--- src/rtl/stopwatch_pkg.sv ---
// Shared types, constants and the BCD increment helper for the stopwatch controller.
package stopwatch_pkg;

    typedef enum logic [1:0] {
        ST_IDLE  = 2'd0,
        ST_RUN   = 2'd1,
        ST_PAUSE = 2'd2,
        ST_LAP   = 2'd3
    } sw_state_t;

    localparam logic [3:0] BCD_MAX = 4'd9;

    // Next two-digit BCD value; carry flags the 99 -> 00 wrap.
    typedef struct packed {
        logic       carry;
        logic [3:0] tens;
        logic [3:0] units;
    } bcd_pair_t;

    // Digits at or above BCD_MAX roll over, so an out-of-range value can never persist.
    function automatic bcd_pair_t bcd_inc(input logic [3:0] tens, input logic [3:0] units);
        bcd_pair_t r;
        r.carry = 1'b0;
        r.tens  = tens;
        r.units = units + 4'd1;
        if (units >= BCD_MAX) begin
            r.units = 4'd0;
            if (tens >= BCD_MAX) begin
                r.tens  = 4'd0;
                r.carry = 1'b1;
            end else begin
                r.tens = tens + 4'd1;
            end
        end
        return r;
    endfunction

endpackage

--- src/rtl/stopwatch_ctrl_btn_conditioner.sv ---
// Button conditioner: 2-flop synchronizer, stability counter, rising-edge event pulse.
module btn_conditioner #(
    parameter int unsigned DEB_CYCLES = 65535
) (
    input  logic clk,
    input  logic rst,
    input  logic btn_in,
    output logic ev
);

    localparam logic [15:0] DEB_LIM = 16'(DEB_CYCLES);

    logic        sync1_q, sync1_d;
    logic        sync2_q, sync2_d;
    logic        acc_q, acc_d;
    logic        ev_q, ev_d;
    logic [15:0] cnt_q, cnt_d;

    // Accept a new level only after it has stayed put long enough; any return to the
    // accepted level restarts the count. Only a rising accepted level raises an event.
    always_comb begin
        sync1_d = btn_in;
        sync2_d = sync1_q;
        acc_d   = acc_q;
        cnt_d   = '0;
        if (sync2_q != acc_q) begin
            if (cnt_q == DEB_LIM) begin
                acc_d = sync2_q;
            end else begin
                cnt_d = cnt_q + 16'd1;
            end
        end
        ev_d = acc_d & ~acc_q;
    end

    // Conditioner state registers.
    always_ff @(posedge clk) begin
        if (rst) begin
            sync1_q <= 1'b0;
            sync2_q <= 1'b0;
            acc_q   <= 1'b0;
            ev_q    <= 1'b0;
            cnt_q   <= '0;
        end else begin
            sync1_q <= sync1_d;
            sync2_q <= sync2_d;
            acc_q   <= acc_d;
            ev_q    <= ev_d;
            cnt_q   <= cnt_d;
        end
    end

    assign ev = ev_q;

endmodule

--- src/rtl/stopwatch_ctrl.sv ---
// Stopwatch controller: button events, run/pause/lap FSM, tick prescaler, live and display count.
module stopwatch_ctrl
    import stopwatch_pkg::*;
#(
    parameter int unsigned TICK_DIV   = 1200000,
    parameter int unsigned DEB_CYCLES = 65535
) (
    input  logic       clk,
    input  logic       rst,
    input  logic       start_btn,
    input  logic       stop_btn,
    input  logic       lap_btn,
    input  logic       inc_btn,
    output logic [3:0] disp_units,
    output logic [3:0] disp_tens,
    output logic       running,
    output logic       lap_active,
    output logic       tick
);

    localparam logic [31:0] TICK_LAST = 32'(TICK_DIV - 32'd1);

    logic ev_start, ev_stop, ev_lap, ev_inc;

    btn_conditioner #(.DEB_CYCLES(DEB_CYCLES)) u_start (
        .clk(clk), .rst(rst), .btn_in(start_btn), .ev(ev_start));
    btn_conditioner #(.DEB_CYCLES(DEB_CYCLES)) u_stop (
        .clk(clk), .rst(rst), .btn_in(stop_btn), .ev(ev_stop));
    btn_conditioner #(.DEB_CYCLES(DEB_CYCLES)) u_lap (
        .clk(clk), .rst(rst), .btn_in(lap_btn), .ev(ev_lap));
    btn_conditioner #(.DEB_CYCLES(DEB_CYCLES)) u_inc (
        .clk(clk), .rst(rst), .btn_in(inc_btn), .ev(ev_inc));

    sw_state_t   state_q, state_d;
    logic [3:0]  live_units_q, live_units_d;
    logic [3:0]  live_tens_q, live_tens_d;
    logic [3:0]  disp_units_q, disp_units_d;
    logic [3:0]  disp_tens_q, disp_tens_d;
    logic [31:0] presc_q, presc_d;
    logic        running_q, running_d;
    logic        lap_q, lap_d;

    logic        counting, next_counting;
    logic        p_stop, p_start, p_lap, p_inc;
    logic        do_inc, do_clr;
    bcd_pair_t   nxt;

    assign counting = (state_q == ST_RUN) || (state_q == ST_LAP);
    assign tick     = counting && (presc_q == TICK_LAST);
    assign nxt      = bcd_inc(live_tens_q, live_units_q);

    // Resolve simultaneous events: stop beats start beats lap; inc only when nothing else fired.
    always_comb begin
        p_stop  = ev_stop;
        p_start = ev_start & ~ev_stop;
        p_lap   = ev_lap & ~ev_stop & ~ev_start;
        p_inc   = ev_inc & ~ev_stop & ~ev_start & ~ev_lap;
    end

    // Next-state and count-action decode; ticks still count on the cycle a transition leaves RUN/LAP.
    always_comb begin
        state_d = state_q;
        do_inc  = 1'b0;
        do_clr  = 1'b0;
        case (state_q)
            ST_IDLE: begin
                if (p_start)    state_d = ST_RUN;
                else if (p_inc) do_inc  = 1'b1;
            end
            ST_RUN: begin
                if (p_stop)     state_d = ST_PAUSE;
                else if (p_lap) state_d = ST_LAP;
                if (tick)       do_inc  = 1'b1;
            end
            ST_LAP: begin
                if (p_stop)     state_d = ST_PAUSE;
                else if (p_lap) state_d = ST_RUN;
                if (tick)       do_inc  = 1'b1;
            end
            ST_PAUSE: begin
                if (p_stop) begin
                    state_d = ST_IDLE;
                    do_clr  = 1'b1;
                end else if (p_start) begin
                    state_d = ST_RUN;
                end else if (p_inc) begin
                    do_inc = 1'b1;
                end
            end
            default: state_d = ST_IDLE;
        endcase
    end

    // Live count, frozen display (only while staying in LAP), prescaler and registered flags.
    always_comb begin
        live_units_d = live_units_q;
        live_tens_d  = live_tens_q;
        if (do_clr) begin
            live_units_d = 4'd0;
            live_tens_d  = 4'd0;
        end else if (do_inc) begin
            live_units_d = nxt.units;
            live_tens_d  = nxt.carry ? 4'd0 : nxt.tens;
        end

        if ((state_q == ST_LAP) && (state_d == ST_LAP)) begin
            disp_units_d = disp_units_q;
            disp_tens_d  = disp_tens_q;
        end else begin
            disp_units_d = live_units_d;
            disp_tens_d  = live_tens_d;
        end

        // Free-runs across LAP<->RUN; any entry from IDLE/PAUSE starts from 0.
        next_counting = (state_d == ST_RUN) || (state_d == ST_LAP);
        if (counting && next_counting) begin
            presc_d = (presc_q == TICK_LAST) ? 32'd0 : presc_q + 32'd1;
        end else begin
            presc_d = 32'd0;
        end

        running_d = next_counting;
        lap_d     = (state_d == ST_LAP);
    end

    // Controller registers.
    always_ff @(posedge clk) begin
        if (rst) begin
            state_q      <= ST_IDLE;
            live_units_q <= 4'd0;
            live_tens_q  <= 4'd0;
            disp_units_q <= 4'd0;
            disp_tens_q  <= 4'd0;
            presc_q      <= 32'd0;
            running_q    <= 1'b0;
            lap_q        <= 1'b0;
        end else begin
            state_q      <= state_d;
            live_units_q <= live_units_d;
            live_tens_q  <= live_tens_d;
            disp_units_q <= disp_units_d;
            disp_tens_q  <= disp_tens_d;
            presc_q      <= presc_d;
            running_q    <= running_d;
            lap_q        <= lap_d;
        end
    end

    assign disp_units = disp_units_q;
    assign disp_tens  = disp_tens_q;
    assign running    = running_q;
    assign lap_active = lap_q;

endmodule

--- config.mk ---
export PLATFORM = sky130hd
export DESIGN_NAME = stopwatch_ctrl
export DESIGN_NICKNAME = d
export VERILOG_FILES = /design/src/rtl/stopwatch_pkg.sv /design/src/rtl/stopwatch_ctrl_btn_conditioner.sv /design/src/rtl/stopwatch_ctrl.sv
export SDC_FILE = /design/constraint.sdc
export NUM_CORES = 1
export LEC_CHECK = 0
export ABC_AREA = 1
export CAP_MARGIN = 20
export CELL_PAD_IN_SITES_DETAIL_PLACEMENT = 0
export CELL_PAD_IN_SITES_GLOBAL_PLACEMENT = 2
export CORE_MARGIN = 2
export CORE_UTILIZATION = 32
export DETAILED_ROUTE_END_ITERATION = 8
export PLACE_DENSITY_LB_ADDON = 0.05
export SYNTH_ARGS = -nofsm -noshare
export SYNTH_HDL_FRONTEND = slang
export SYNTH_SLANG_ARGS = --single-unit
export TNS_END_PERCENT = 50
--- constraint.sdc ---
create_clock -name clk -period 1.5 [get_ports clk]
set_input_delay 0.225 -clock clk [delete_from_list [all_inputs] [get_ports clk]]
set_output_delay 0.225 -clock clk [all_outputs]
set_load 0.005 [all_outputs]
== Word level (Yosys, flattened, before mapping) ==
Index checks and enable logic that the tools add are counted.

* Bitwise operators: 22
* Reduce and logical (&&, ||, !) cells: 12
* Muxes and demuxes: 30
* Equality and inequality tests: 14
* Shifts and indexed selects: 0
* Div/mod/pow operators: 0
* Order comparisons: 2
* Multiply operators: 0
* Add/sub/neg operators: 7

{| class="wikitable"
|+ Operator list
! cell !! number
|-
| adder 16 x 1 -> 16 bit (second input constant) || 4
|-
| == test 16 bit (second input constant) || 4
|-
| adder 32 x 1 -> 32 bit (second input constant) || 1
|-
| == test 32 x 21 -> 1 bit (second input constant) || 1
|-
| 2-to-1 mux 4 bit || 6
|-
| 2-to-1 mux 1 bit || 15
|-
| OR reduction 3 bit || 5
|-
| 2-to-1 mux 2 bit || 6
|-
| NOT 1 bit || 12
|-
| bitwise AND 1 bit || 10
|-
| 2-to-1 mux 9 bit || 1
|-
| adder 4 x 1 -> 4 bit (second input constant) || 2
|-
| greater-or-equal comparator 4 bit (second input constant) || 2
|-
| case mux 2 bit (4 select lines) || 1
|-
| == test 2 bit (second input constant) || 3
|-
| == test 2 x 1 -> 1 bit (second input constant) || 2
|-
| != test 1 bit || 4
|-
| logical AND 1 bit || 3
|-
| case mux 1 bit (3 select lines) || 1
|-
| logical NOT 2 bit || 1
|-
| logical OR 1 bit || 2
|-
| OR reduction 2 bit || 1
|}

* Memories kept: 0
* Bits of input ports: 6
* Word-level logic and storage cells: 115
* ROM bits: 0
* Latch bits: 0
* Register bits after elaboration: 132
* Bits in writable memories: 0
* Output and inout bits: 11

== Depth between registers and ports, before layout ==
* Word-level depth: 11
* Gate-level depth with buffers: 12
* Gate-level depth less buffers: 12

== Hierarchy ==
From an unflattened synthesis, not the netlist that was laid out.

* Cell total of the unflattened synthesis: 901
* Area total of the unflattened synthesis: 6656.4 µm²

{| class="wikitable"
|+ By module, submodules not included
! module !! cells an instance !! seq. area each (µm²) !! times used !! area an instance (µm²)
|-
| btn_conditioner || 125 || 400.4 || 4 || 952.2
|-
| stopwatch_ctrl || 401 || 1041.0 || 1 || 2847.7
|}

== Least setup slack after synthesis ==
No wires, ideal clock.

* Path kind: register to register
* From: reg u_stop.cnt_q[0]
* To: reg u_stop.cnt_q[5]
* Data arrival time: 1.434 ns
* Setup slack: -0.054 ns
* Clock period less this slack: 1.554 ns
* Cell stages (with the launch flop): 10
* Required time: 1.381 ns
* Path buffers: 1
* Cells stage by stage: dfxtp_1 ha_1 nand2_1 inv_1 nand2_1 nor3_4 nand2_1 o21ai_2 buf_4 nor3_1

* Longest elaborated chain between the ends: 2
* Elaborated cells between the ends (all ways): 3
* Classes of those cells: 1 x add/sub; 1 x eq/ne; 1 x reduce/logical

{| class="wikitable"
|+ RTL lines
! element !! RTL line !! RTL
|-
| from (decl) || stopwatch_ctrl_btn_conditioner.sv:17 || <nowiki>logic [15:0] cnt_q, cnt_d;</nowiki>
|-
| from (signal assigned) || stopwatch_ctrl_btn_conditioner.sv:49 || <nowiki>cnt_q <= cnt_d;</nowiki>
|-
| parallel branches: the longest is 2 deep, another holds adder 16 x 1 -> 16 bit || - ||
|}

Several ways; the timed one is not identified.
A chain may end at the register's enable or synchronous reset.

== Worst setup path in the final report ==
* From: reg presc_q[0]
* To: out tick

* Longest elaborated chain between the ends: 2

{| class="wikitable"
|+ RTL lines
! element !! RTL line !! RTL
|-
| from (decl) || stopwatch_ctrl.sv:39 || <nowiki>logic [31:0] presc_q, presc_d;</nowiki>
|-
| from (signal assigned) || stopwatch_ctrl.sv:143 || <nowiki>presc_q <= presc_d;</nowiki>
|-
| == test 32 x 21 -> 1 bit || stopwatch_ctrl.sv:49 || <nowiki>assign tick = counting && (presc_q == TICK_LAST);</nowiki>
|-
| logical AND 1 bit || stopwatch_ctrl.sv:49 ||
|-
| to (decl) || stopwatch_ctrl.sv:18 || <nowiki>output logic tick</nowiki>
|}

Every way passes these cells.

==> summary.md <==
| Metric | Value |
|---|---|
| Synthesized flop and latch total | 131 |
| First-pass GRT wire length | 27000 µm |
| Post-Syn Nets | 869 |
| Critical path fanouts, max | 2 |
| GRT overflow | 0 |
| Initial core utilization | 32.8% |
| Sequential area share after synthesis | 42.6% |
| DR vias | 6052 |
| CTS Sinks | 131 |
| Stages on worst setup path | 8 |
| Rel. slew slack | 67.1% |
| Worst Max-Slew Pin Slew | 0.492 ns |
| Worst Path Required | 1.27 ns |
| WL/cell | 12.4 µm |
| Drt drc | 0 |
| Critical path's largest stage delay | 0.36 ns |
| Via-to-Cell Ratio | 4.57 |
| Crit path max-delay family | simple AND/OR/NAND/NOR gates |
| Largest net degree at the start of global routing | 22 |
| Layout area overhead | 56.8% |
| Status | finished with violations |
| Post-Place Cell Area | 0.00776 mm² |
| Worst R2R Setup Slack | -0.22 ns |
| Pwr Total | 0.00753 W |
| Detailed Routing Iterations Pass 1 | 4 |
| Dpl cells | 1243 |
| FF-to-FF path depth | 13 |
| Core Region | 0.0188 mm² |
| Fillcell total | 1807 |
| CP cell instances | ha_4 > nand2_4 > nor2_4 > nand2_2 > nor2_4 > nand3_4 > inv_2 > buf_6 |
| Post-synth top flop | dfxtp_1 |
| Top-level I/O count | 17 |
| Final Slew Violations | 0 |
| TritonCTS clock tree | yes |
| Port buffer count | 16 |
| Worst Setup Path Type | flop to output port |
| Num rows | 50 |
| Die H | 143 µm |
| NumNets Final | 1096 |
| CP endpoint | tick |
| Antenna viol nets, final | 0 |
| Final Core Density | 51.4% |
| Arrival time at the worst endpoint | 1.50 ns |
| CP startpoint kind | flop |
| HPWL Detailed | 11400 µm |
| Worst Clk Skew | 0.00813 ns |
| HP Class | input port to flop |
| Synth Instances | 852 |
| Tcrit/Tclk final | 115% |
| Maximum vdd drop | 686 µV |
| Most frequent cells in the layout | 160 x buf_4, 131 x nand2_1, 115 x dfxtp_1 |
| Warnings from Yosys | 0 |
| Clock transition at path regs | 0.06 ns |
| Final WS setup | -0.222 ns |
| Worst Setup End Kind | output port |
| RePlAce Congestion | 0.794 |
| Static leakage | 4.18 nW |
| Worst r2r dst | disp_units[2]$_SDFFE_PP0N_ |
| Share of cells above drive strength 1 | 41.1% |
| CP max stage cell | dfxtp_2 |
| Final setup violation count | 88 |
| Final Hold Slack | 0.317 ns |
| Tot GR Track Use | 16.5% |
| Clock tree buffer depth | 2 |
| Synth Area per Inst | 7.23 µm² |
| Clk root buf | clkbuf_16 |
| Worst path most repeated cell | nor2_4 |
| N_diodes | 0 |
| Hold Violations, Final | 0 |
| Final Non-Filler Cells | 1324 |
| RSZ-0062 raised after global routing | true |
| CTS H-tree lvls | 4 |
| RR Startpoint | presc_q[0]$_SDFF_PP0_ |
| Die area | 0.0204 mm² |
| DR iter-0 viols | 190 |
| Worst-Skew Late Latency | 0.42 ns |
| Crit path from | presc_q[0]$_SDFF_PP0_ |
| Total Routed Length | 16400 µm |
| Die width | 143 µm |
| Inserted Clock Buffers | 17 |
| Synth Cell Area | 0.00616 mm² |
| Synth cell types | 40 |
| Async S/R FF share, synth | 0% |
| WP buf/inv | 2 |
| Post-synth EDFFs | 0 |
| Maximum clock frequency | 581 MHz |
| P per Cell Area | 780 mW/mm² |
| Design Area, Final | 0.00965 mm² |
| Cts hold-fix bufs | 0 |
| Max Cap Viol | 0 |
| Post-route minimum period | 1.72 ns |
| Most common cell after layout, fill and taps aside | buf_4 |
| Failing checks | negative setup slack |
| Initial antenna violation count | 0 |
| Number of global-route vias before repair | 5961 |
| Hold-critical path depth | 3 |
==> state kept, by name (all words and copies together) (netlist names), 4 cells and up <==
name and cells:
disp_tens 4, disp_units 4, u_lap.cnt_q 16, live_tens_q 4, live_units_q 4, u_stop.cnt_q 16
presc_q 32, u_start.cnt_q 16, u_inc.cnt_q 16
==> report_power, final <==
part,switching (W),internal [W]
registers,0.00000853,0.00349
clock network,0.00160,0.00231
logic,0.0000671,0.0000549
==> per-layer routing <==
metal  wire [µm]  up-vias  GRT usage [%]  share of wire [%]
met3         467       10           3.96                2.8
li1            -     3164              -                  -
met4         155        0           4.64               0.94
met2        8370       62           29.0                 51
met5           0        -              0                  0
met1        7450     2816           20.1                 45
==> cell usage after synthesis (10+ instances only) <==
cell type / n / share of area [%]
a21oi_1: 37 / 3.0
dfxtp_1: 131 / 43
ha_1: 11 / 2.2
inv_1: 122 / 7.4
inv_2: 11 / 0.67
nand2_1: 173 / 11
nand3_1: 56 / 4.6
nand4_1: 20 / 2.0
nor2_1: 124 / 7.6
nor2_2: 10 / 1.0
nor3_1: 29 / 2.4
nor3b_1: 10 / 1.2
o21ai_0: 18 / 1.5
xnor2_1: 12 / 1.7
xor2_1: 17 / 2.4
==> timing repair <==
item | CTS | global route
endpoints found under the setup margin | 122 | 128
setup buffers | 26 | 27
pin swaps | 44 | 54
gates cloned | 2 | 2
gates resized for setup | 124 | 140
==> stage by stage <==
stage / setup TNS (ns) / setup WS (ns)
floorplan: -0.0605 / -0.0175
global placement: -11.47 / -0.316
detailed placement: -12.32 / -0.295
CTS: -4.92 / -0.239
global route: -16.86 / -0.303
finish: -7.72 / -0.222
==> worst min-delay path: stages <==
cell and delay, ns:
clkdlybuf4s50_1 0.39, inv_1 0.05, nor2_1 0.03
==> worst min-delay path by stage <==
| stage | end | startpoint | slack (ns) |
|---|---|---|---|
| 4_1_cts | u_inc.sync1_q$_SDFF_PP0_ | inc_btn | 0.30 |
| 5_1_grt | u_inc.sync1_q$_SDFF_PP0_ | inc_btn | 0.31 |
| 2_1_floorplan | running$_SDFF_PP0_ | rst | 0.31 |
| 3_5_place_dp | u_start.sync2_q$_SDFF_PP0_ | u_start.sync1_q$_SDFF_PP0_ | 0.40 |
| 3_3_place_gp | u_stop.sync2_q$_SDFF_PP0_ | u_stop.sync1_q$_SDFF_PP0_ | 0.40 |
| 6_report | u_inc.sync1_q$_SDFF_PP0_ | inc_btn | 0.32 |
==> kinds of logic (layout without fill, tap and decap cells) <==
logic type                 Yosys count  in the layout  share of synthesized area, %
and+or+nand+nor                    461            461                          35.2
buffers and inverters              142            380                          8.90
DFF                                131            131                          42.6
AOI/OAI and AO/OA                   78             78                          6.99
xor gates and xnor gates            29             29                          4.13
adders and majority gates           11             11                          2.24
==> area by class of cell <==
class / count / area, µm² / share of cell area [%]
Clock buffer: 18 / 439 / 4.55
Clock inverter: 12 / 110 / 1.14
Inverter: 133 / 514 / 5.33
Multi-Input combinational cell: 579 / 3760 / 39.0
Sequential cell: 131 / 2650 / 27.4
Tap cell: 234 / 293 / 3.03
Timing Repair Buffer: 215 / 1870 / 19.4
Timing Repair inverter: 2 / 15.0 / 0.156
(Power assumes the default switching activity.)
